--- src/rtl/tube_scan_driver.sv ---
// Seven-segment scan driver for the digital-tube MMIO value.
// Two 4-digit groups are scanned in lockstep and one single-digit tube is static.
// The displayed value is latched only at frame wrap or on refresh, so digits never tear.
module tube_scan_driver #(
  parameter int unsigned SCAN_DIV       = 50000,
  parameter bit          SEG_ACTIVE_LOW = 1'b1
) (
  input  logic        clk,
  input  logic        reset,
  input  logic [31:0] num,
  input  logic [3:0]  aux,
  input  logic        refresh,
  input  logic        blank,
  output logic [7:0]  digital_tube0,
  output logic [3:0]  digital_tube_sel0,
  output logic [7:0]  digital_tube1,
  output logic [3:0]  digital_tube_sel1,
  output logic [7:0]  digital_tube2,
  output logic        digital_tube_sel2
);

  localparam int unsigned CntW    = (SCAN_DIV > 1) ? $clog2(SCAN_DIV) : 1;
  localparam logic [CntW-1:0] CntMax = CntW'(SCAN_DIV - 1);
  localparam logic [7:0] SegXor   = {8{SEG_ACTIVE_LOW}};
  localparam logic [7:0] SegOff   = SegXor;

  logic [CntW-1:0] cnt_q, cnt_d;
  logic [1:0]      idx_q, idx_d;
  logic [31:0]     frame_q, frame_d;
  logic [3:0]      frame_aux_q, frame_aux_d;
  logic            blank_q;
  logic            tick;
  logic            load;

  // Active-high segment pattern {dp,g,f,e,d,c,b,a}; dp always off.
  function automatic logic [7:0] seg_pattern(input logic [3:0] d);
    logic [7:0] p;
    case (d)
      4'h0: p = 8'h3F;
      4'h1: p = 8'h06;
      4'h2: p = 8'h5B;
      4'h3: p = 8'h4F;
      4'h4: p = 8'h66;
      4'h5: p = 8'h6D;
      4'h6: p = 8'h7D;
      4'h7: p = 8'h07;
      4'h8: p = 8'h7F;
      4'h9: p = 8'h6F;
      4'hA: p = 8'h77;
      4'hB: p = 8'h7C;
      4'hC: p = 8'h39;
      4'hD: p = 8'h5E;
      4'hE: p = 8'h79;
      default: p = 8'h71;
    endcase
    return p;
  endfunction

  // Prescaler, digit index and frame-buffer next-state.
  always_comb begin
    tick        = (cnt_q == CntMax);
    cnt_d       = tick ? '0 : cnt_q + CntW'(1);
    idx_d       = tick ? idx_q + 2'd1 : idx_q;
    // Wrap and refresh in the same cycle collapse into one load of the current inputs.
    load        = refresh || (tick && (idx_q == 2'd3));
    frame_d     = load ? num : frame_q;
    frame_aux_d = load ? aux : frame_aux_q;
  end

  // State registers with synchronous reset.
  always_ff @(posedge clk) begin
    if (reset) begin
      cnt_q       <= '0;
      idx_q       <= 2'd0;
      frame_q     <= 32'd0;
      frame_aux_q <= 4'd0;
      blank_q     <= 1'b0;
    end else begin
      cnt_q       <= cnt_d;
      idx_q       <= idx_d;
      frame_q     <= frame_d;
      frame_aux_q <= frame_aux_d;
      blank_q     <= blank;
    end
  end

  // Output decode from registers only; no input reaches the pins combinationally.
  always_comb begin
    logic [3:0] dig0;
    logic [3:0] dig1;
    logic [3:0] sel;
    dig0 = 4'd0;
    dig1 = 4'd0;
    case (idx_q)
      2'd0: begin dig0 = frame_q[3:0];   dig1 = frame_q[19:16]; end
      2'd1: begin dig0 = frame_q[7:4];   dig1 = frame_q[23:20]; end
      2'd2: begin dig0 = frame_q[11:8];  dig1 = frame_q[27:24]; end
      default: begin dig0 = frame_q[15:12]; dig1 = frame_q[31:28]; end
    endcase
    sel = 4'b0001 << idx_q;

    if (blank_q) begin
      digital_tube0     = SegOff;
      digital_tube1     = SegOff;
      digital_tube2     = SegOff;
      digital_tube_sel0 = 4'b0000;
      digital_tube_sel1 = 4'b0000;
      digital_tube_sel2 = 1'b0;
    end else begin
      digital_tube0     = seg_pattern(dig0) ^ SegXor;
      digital_tube1     = seg_pattern(dig1) ^ SegXor;
      digital_tube2     = seg_pattern(frame_aux_q) ^ SegXor;
      digital_tube_sel0 = sel;
      digital_tube_sel1 = sel;
      digital_tube_sel2 = 1'b1;
    end
  end

endmodule

--- config.mk ---
export PLATFORM = sky130hd
export DESIGN_NAME = tube_scan_driver
export DESIGN_NICKNAME = d
export VERILOG_FILES = /design/src/rtl/tube_scan_driver.sv
export SDC_FILE = /design/constraint.sdc
export NUM_CORES = 1
export LEC_CHECK = 0
export BUFFER_PORTS_ARGS = -buffer_cell sky130_fd_sc_hd__buf_2
export CAP_MARGIN = 20
export CORE_ASPECT_RATIO = 1.25
export CORE_UTILIZATION = 40
export CTS_CLUSTER_DIAMETER = 100
export CTS_CLUSTER_SIZE = 8
export DETAILED_ROUTE_END_ITERATION = 8
export PLACE_DENSITY = 0.64
export SYNTH_ARGS = -nofsm -noshare
export SYNTH_HDL_FRONTEND = slang
export SYNTH_SLANG_ARGS = --single-unit
--- constraint.sdc ---
create_clock -name clk -period 3.4 [get_ports clk]
set_input_delay 0 -clock clk [delete_from_list [all_inputs] [get_ports clk]]
set_output_delay 0 -clock clk [all_outputs]
set_load 0.05 [all_outputs]
==> results of run 1 <==
-- final timing paths --
path	from	end	slack, ps	depth (start not counted)
worst max-delay path	idx_q[0]	digital_tube0[1]	340	7
worst min-delay path	aux[2]	flip-flop	100	4
worst max register to register	cnt_q[10]	flip-flop	560	11
worst min register to register	frame_q[15]	frame_q[15]	450	2
-- per-layer routing --
layer | global-route usage | routed length [um]
met1 | 0.227 | 3780
met4 | 0.0917 | 191
met2 | 0.335 | 4080
met3 | 0.0365 | 334
met5 | 0 | 0
-- power by group --
group / switching, uW / total (uW) / leakage [uW] / internal (uW)
logic: 248 / 386 / 0.00138 / 138
registers: 20.8 / 783 / 0.000509 / 762
clock network: 292 / 778 / 0.000112 / 486
-- cell type report --
| cell class | instances | area, um2 | area share |
|---|---|---|---|
| inverters | 28 | 106 | 0.0239 |
| clock buffers | 10 | 128 | 0.0287 |
| multi-input cells | 311 | 2000 | 0.450 |
| repair buffers | 110 | 738 | 0.166 |
| clock inverters | 6 | 110 | 0.0248 |
| well taps | 97 | 121 | 0.0273 |
| flip-flops and latches | 62 | 1240 | 0.279 |
-- per-stage QoR --
step	area, um2	std cells	hold WS, ps	total power [uW]	setup WS (ps)
finish	4450	624	97.0	1950	337
global route	4450	624	127	2030	66.8
CTS	4440	623	82.6	1960	300
detailed placement	3860	573	222	1150	592
global placement	3860	573	220	1150	649
floorplan	3500	432	128	1060	376
-- synth_stat cells, drive strengths merged (5+ instances only) --
library cell  count
a21oi            43
a222oi            8
and3              6
buf              14
clkbuf           17
dfxtp            62
ha               25
inv              27
mux2              8
mux2i            18
nand2            88
nand3            10
nor2             24
nor2b            13
nor3              5
o21ai             7
xnor2             7
xor2              6
-- logic make-up after synthesis --
| group | Yosys count | share of synthesized area |
|---|---|---|
| other | 1 | 0.00107 |
| AO/OA/AOI/OAI | 86 | 0.167 |
| adder cells (fa/ha/maj) | 25 | 0.0896 |
| XOR/XNOR | 13 | 0.0326 |
| flip-flops | 62 | 0.356 |
| buffers and inverters | 59 | 0.0731 |
| AND/OR/NAND/NOR | 158 | 0.203 |
| multiplexers | 26 | 0.0774 |
-- worst reg2reg max path, delay by kind of cell, from the launching register on --
family | cells | cell delay (ps)
AO/OA/AOI/OAI | 5 | 1050
AND/OR/NAND/NOR | 3 | 730
buffers and inverters | 2 | 360
adder cells (fa/ha/maj) | 1 | 300
flip-flops | 1 | 350
==> metrics.csv, run 1 <==
metric,value,unit
Vias,3289,
"Hold Vio Cnt, Final",0,
worst-path maximum fanout,13,
TritonCTS clock tree,yes,
I/O pin total,73,
clock buffer depth,2,
PostCTS Resize Cnt,0,
Setup crit end kind,primary output,
"Top FF cell, synth",dfxtp_1,
critical path arrival,3060,ps
gr usage total,0.193,
"slowest stage delay, CP",830,ps
Final Max Slew Viols,0,
Syn Area/Cell,8.12,um2
fillers,789,
# nets final,587,
Unique masters post-synth,47,
Worst Path Required,3400,ps
DR iter-0 viols,163,
Final setup viols,0,
leading area contributor after synthesis,dfxtp_1,
clk root buf,clkbuf_8,
Max-Cap Viols,0,
Tmin final,3060,ps
synthesized cell area,0.00349,mm2
CP max-delay cell,mux2i_1,
"commonest cells after routing, fill and taps aside","nand2_1, buf_2, dfxtp_1",
vias in the first global route,3139,
vias per cell,5.27,
utilization after layout,0.533,
cells after synthesis,430,
die height,106,um
Setup TNS,0,ps
largest net degree at the start of global routing,27,
count of buffers from port buffering,69,
core outline area,0.00833,mm2
period utilisation layout,0.901,
pwr dens,438,mW/mm2
routed wire length,8.39,mm
area grow syn2layout,27.4,%
Final Wtd Congestion,0.844,
worst path cell trace,inv_1 -> ha_1 -> a222oi_1 -> mux2i_1 -> mux2_2 -> o21ai_0 -> buf_2,
FP Rows,37,
"Clk Latency, worst-skew pair",340,ps
postcts setup bufs,0,
"CTS clk-pin slew, worst paths",60,ps
Clock Sinks,62,
wire per inst,13.4,um
Post-DP HPWL,6.08,mm
status,"complete, no violations",
ANT nets after route,0,
die area,0.00910,mm2
top-area cell type share of the netlist area,0.356,
register bit total from synthesis,62,
ant diodes,0,
first-pass GRT wire length,14.0,mm
Max transition margin,0.264,
top cell family by delay on the critical path,multiplexers,
RSZ-0062 raised after global routing,no,
critical path class,flip-flop to primary output,
DRC viols,0,
Max VDD drop,0.206,mV
Worst-Margin Slew,1070,ps
Yosys Warn Count,0,
layout cells sized above 1,0.195,
# hold bufs at CTS,34,
Post-synth EDFFs,0,
global route overflow,0,
First-pass DRT Iterations,5,
"leading cell type in the layout, fill and taps excluded",nand2_1,
HP Class,input pin to flip-flop,
Max Clock Freq,0.326,GHz
clock skew after layout,10.2,ps
starting density of the core,0.419,
Die W,85.5,um
ys async rst share,0,
Buffers & Inverters on Critical Path,2,
leak pwr,0.00200,uW
CTS Buf Count,9,
Setup crit start kind,flip-flop,
register area share after synthesis,0.356,
H-tree levels,3,
initial antenna violation count,0,
"top cells by area, synth","dfxtp_1, nand2_1, ha_1, a21oi_1, mux2i_1",
Power figures use the tool's default switching activity.
==> run 2, diff against run 1 <==
clock period = 3.15 ns   (was 3.4 ns; I/O delays follow)
==> run 2 against run 1 <==
Effect of this change: core utilization decreased by 0.15 points; combinational power rose by 8.3%; hold slack better by 10 ps; routed wire length rose by 0.47%; non-clock buffer count unchanged; via count down 2.5%; clock skew grew 1.9 ps; design area is 0.28% lower; sequential cell count did not move; critical path type unchanged.
==> metrics.csv, run 2 (synthesis gave the netlist of run 1 again) <==
metric,value,unit,change
pwr dens,459,mW/mm2,+4.9%
wire per inst,13.5,um,+0.47%
"Hold Vio Cnt, Final",0,,unchanged
Final setup viols,0,,unchanged
final hold slack,107,ps,+10.3 ps
top cell family by delay on the critical path,compound AO/OA/AOI/OAI gates,,
"slowest stage delay, CP",390,ps,-440 ps
"commonest cells after routing, fill and taps aside","nand2_1, buf_2, dfxtp_1",,
worst-path maximum fanout,9,,-4
largest net degree at the start of global routing,28,,+3.7%
Worst Path Required,3150,ps,-250 ps
Max-Cap Viols,0,,unchanged
Setup crit start kind,flip-flop,,
Pint,1440,uW,+3.7%
worst path cell trace,inv_1 -> ha_1 -> a222oi_1 -> mux2_2 -> inv_1 -> ha_1 -> nor2b_1 -> a211o_1 -> a21o_1 -> buf_2,,
ANT nets after route,0,,unchanged
"leading cell type in the layout, fill and taps excluded",nand2_1,,
count of buffers from port buffering,69,,unchanged
routed wire length,8.43,mm,+0.47%
Setup TNS,0,ps,unchanged
RSZ-0062 raised after global routing,no,,
DRC viols,0,,unchanged
net switching power,599,uW,+6.7%
Die W,85.5,um,unchanged
H-tree levels,3,,unchanged
Clock Sinks,62,,unchanged
FP Rows,37,,unchanged
Post-DP HPWL,5.99,mm,-1.5%
layout cells sized above 1,0.199,,+0.00380
leak pwr,0.00200,uW,about the same
die area,0.00910,mm2,unchanged
Buffers & Inverters on Critical Path,3,,+1
Final Max Slew Viols,0,,unchanged
Max transition margin,0.483,,+0.219
clock skew after layout,12.1,ps,+1.88 ps
crit path launch,idx_q[0],,
clk root buf,clkbuf_8,,
core outline area,0.00833,mm2,unchanged
first-pass GRT wire length,14.2,mm,+1.2%
# nets final,587,,unchanged
r2r setup slk,340,ps,-220 ps
Worst-Margin Slew,754,ps,-319 ps
vias per cell,5.14,,-2.5%
CP max-delay cell,dfxtp_1,,
ant diodes,0,,unchanged
Tmin final,2940,ps,
pre-CTS setup slack,362,ps,-230 ps
cell depth of the worst setup path,10,,+3
FF-to-FF Start,cnt_q[10],,
Sequential Power Share,0.415,,+0.013
gr usage total,0.196,,+0.00242
I/O pin total,73,,unchanged
First-pass DRT Iterations,6,,+1
Max VDD drop,0.222,mV,+7.6%
Final Instance Count excl. Fillers,624,,unchanged
CTS Buf Count,9,,unchanged
period utilisation layout,0.932,,
Switching Fraction,0.294,,+0.00588
area grow syn2layout,27.0,%,
Max Clock Freq,0.340,GHz,
starting density of the core,0.419,,unchanged
HP Class,input pin to flip-flop,,
status,"complete, no violations",,
DR iter-0 viols,149,,-8.6%
Clock power frac,0.380,,-0.020
initial antenna violation count,0,,unchanged
"Clk Latency, worst-skew pair",340,ps,about the same
R2R cell count,11,,unchanged
Final WS setup,213,ps,-124 ps
TritonCTS clock tree,yes,,
die height,106,um,unchanged
Vias,3207,,-2.5%
Gate power share,0.205,,+0.007
critical path class,flip-flop to primary output,,
clock buffer depth,2,,unchanged
critical path arrival,2940,ps,-120 ps
vias in the first global route,3148,,+0.29%
Final Wtd Congestion,0.852,,+0.92%
Power Total,2040,uW,+4.6%
Setup crit end,digital_tube1[0],,
"CTS clk-pin slew, worst paths",70,ps,about the same
Setup crit end kind,primary output,,
global route overflow,0,,unchanged
placed cells,573,,unchanged
[run 2: changes by cell type in the layout (fill, tap and decap cells not counted)]
cell        delta
ha_1           -1
clkinv_2       +1
clkinvlp_4     -2
clkbuf_8       +1
mux2i_2        +2
bufinv_16      -1
mux2i_1        -2
clkbuf_1       +1
ha_2           +1
[run 2: metrics by stage]
stage	cell area, um2	util
2_1_floorplan	3500	-
3_3_place_gp	3860	0.463
3_5_place_dp	3860	0.463
4_1_cts	4420	0.530
5_1_grt	4430	0.532
6_report	4430	0.532
[run 2: worst min-delay path by stage]
stage                      start          to  slack, ps  cells after the start
after global routing       reset  frame_q[2]        130                      2
final                     aux[2]   flip-flop        110                      4
after global placement     blank     blank_q        220                      2
after floorplan            blank     blank_q        130                      1
after CTS                 aux[2]   flip-flop         90                      4
after detailed placement   blank     blank_q        220                      2
[run 2: per-layer routing]
| metal | vias up | GRT usage | part of all wire |
|---|---|---|---|
| li1 | 1636 | - | - |
| met1 | 1489 | 0.233 | 0.45 |
| met2 | 80 | 0.350 | 0.51 |
| met3 | 2 | 0.0396 | 0.039 |
| met4 | 0 | 0.0571 | 0.0039 |
| met5 | - | 0 | 0 |
[run 2: cell type report]
| type | count | area (um2) |
|---|---|---|
| fillers | 789 | 3900 |
| multi-input cells | 311 | 2010 |
| flip-flops and latches | 62 | 1240 |
| repair buffers | 110 | 738 |
| clock buffers | 12 | 145 |
| well taps | 97 | 121 |
| inverters | 28 | 106 |
| clock inverters | 4 | 70.1 |
[run 2: worst reg2reg max path: cells and delay by family (launching register included)]
| kind | cells | cell delay [ps] |
|---|---|---|
| adder cells (fa/ha/maj) | 1 | 300 |
| AND/OR/NAND/NOR | 3 | 720 |
| buffers and inverters | 2 | 360 |
| AO/OA/AOI/OAI | 5 | 1040 |
| flip-flops | 1 | 350 |
[run 2: power by group through the flow]
stage / clock (uW) / sequential (uW) / combinational (uW)
2_1_floorplan: 0 / 853 / 296
3_3_place_gp: 0 / 861 / 379
3_5_place_dp: 0 / 862 / 383
4_1_cts: 792 / 844 / 416
5_1_grt: 834 / 848 / 454
6_report: 774 / 844 / 418
[run 2: timing repair]
action,4_1_cts,5_1_grt
gates resized for setup,0,3
endpoints found under the setup margin,0,4
hold buffers,34,0
hold endpoints to repair,34,0
setup buffers,0,0
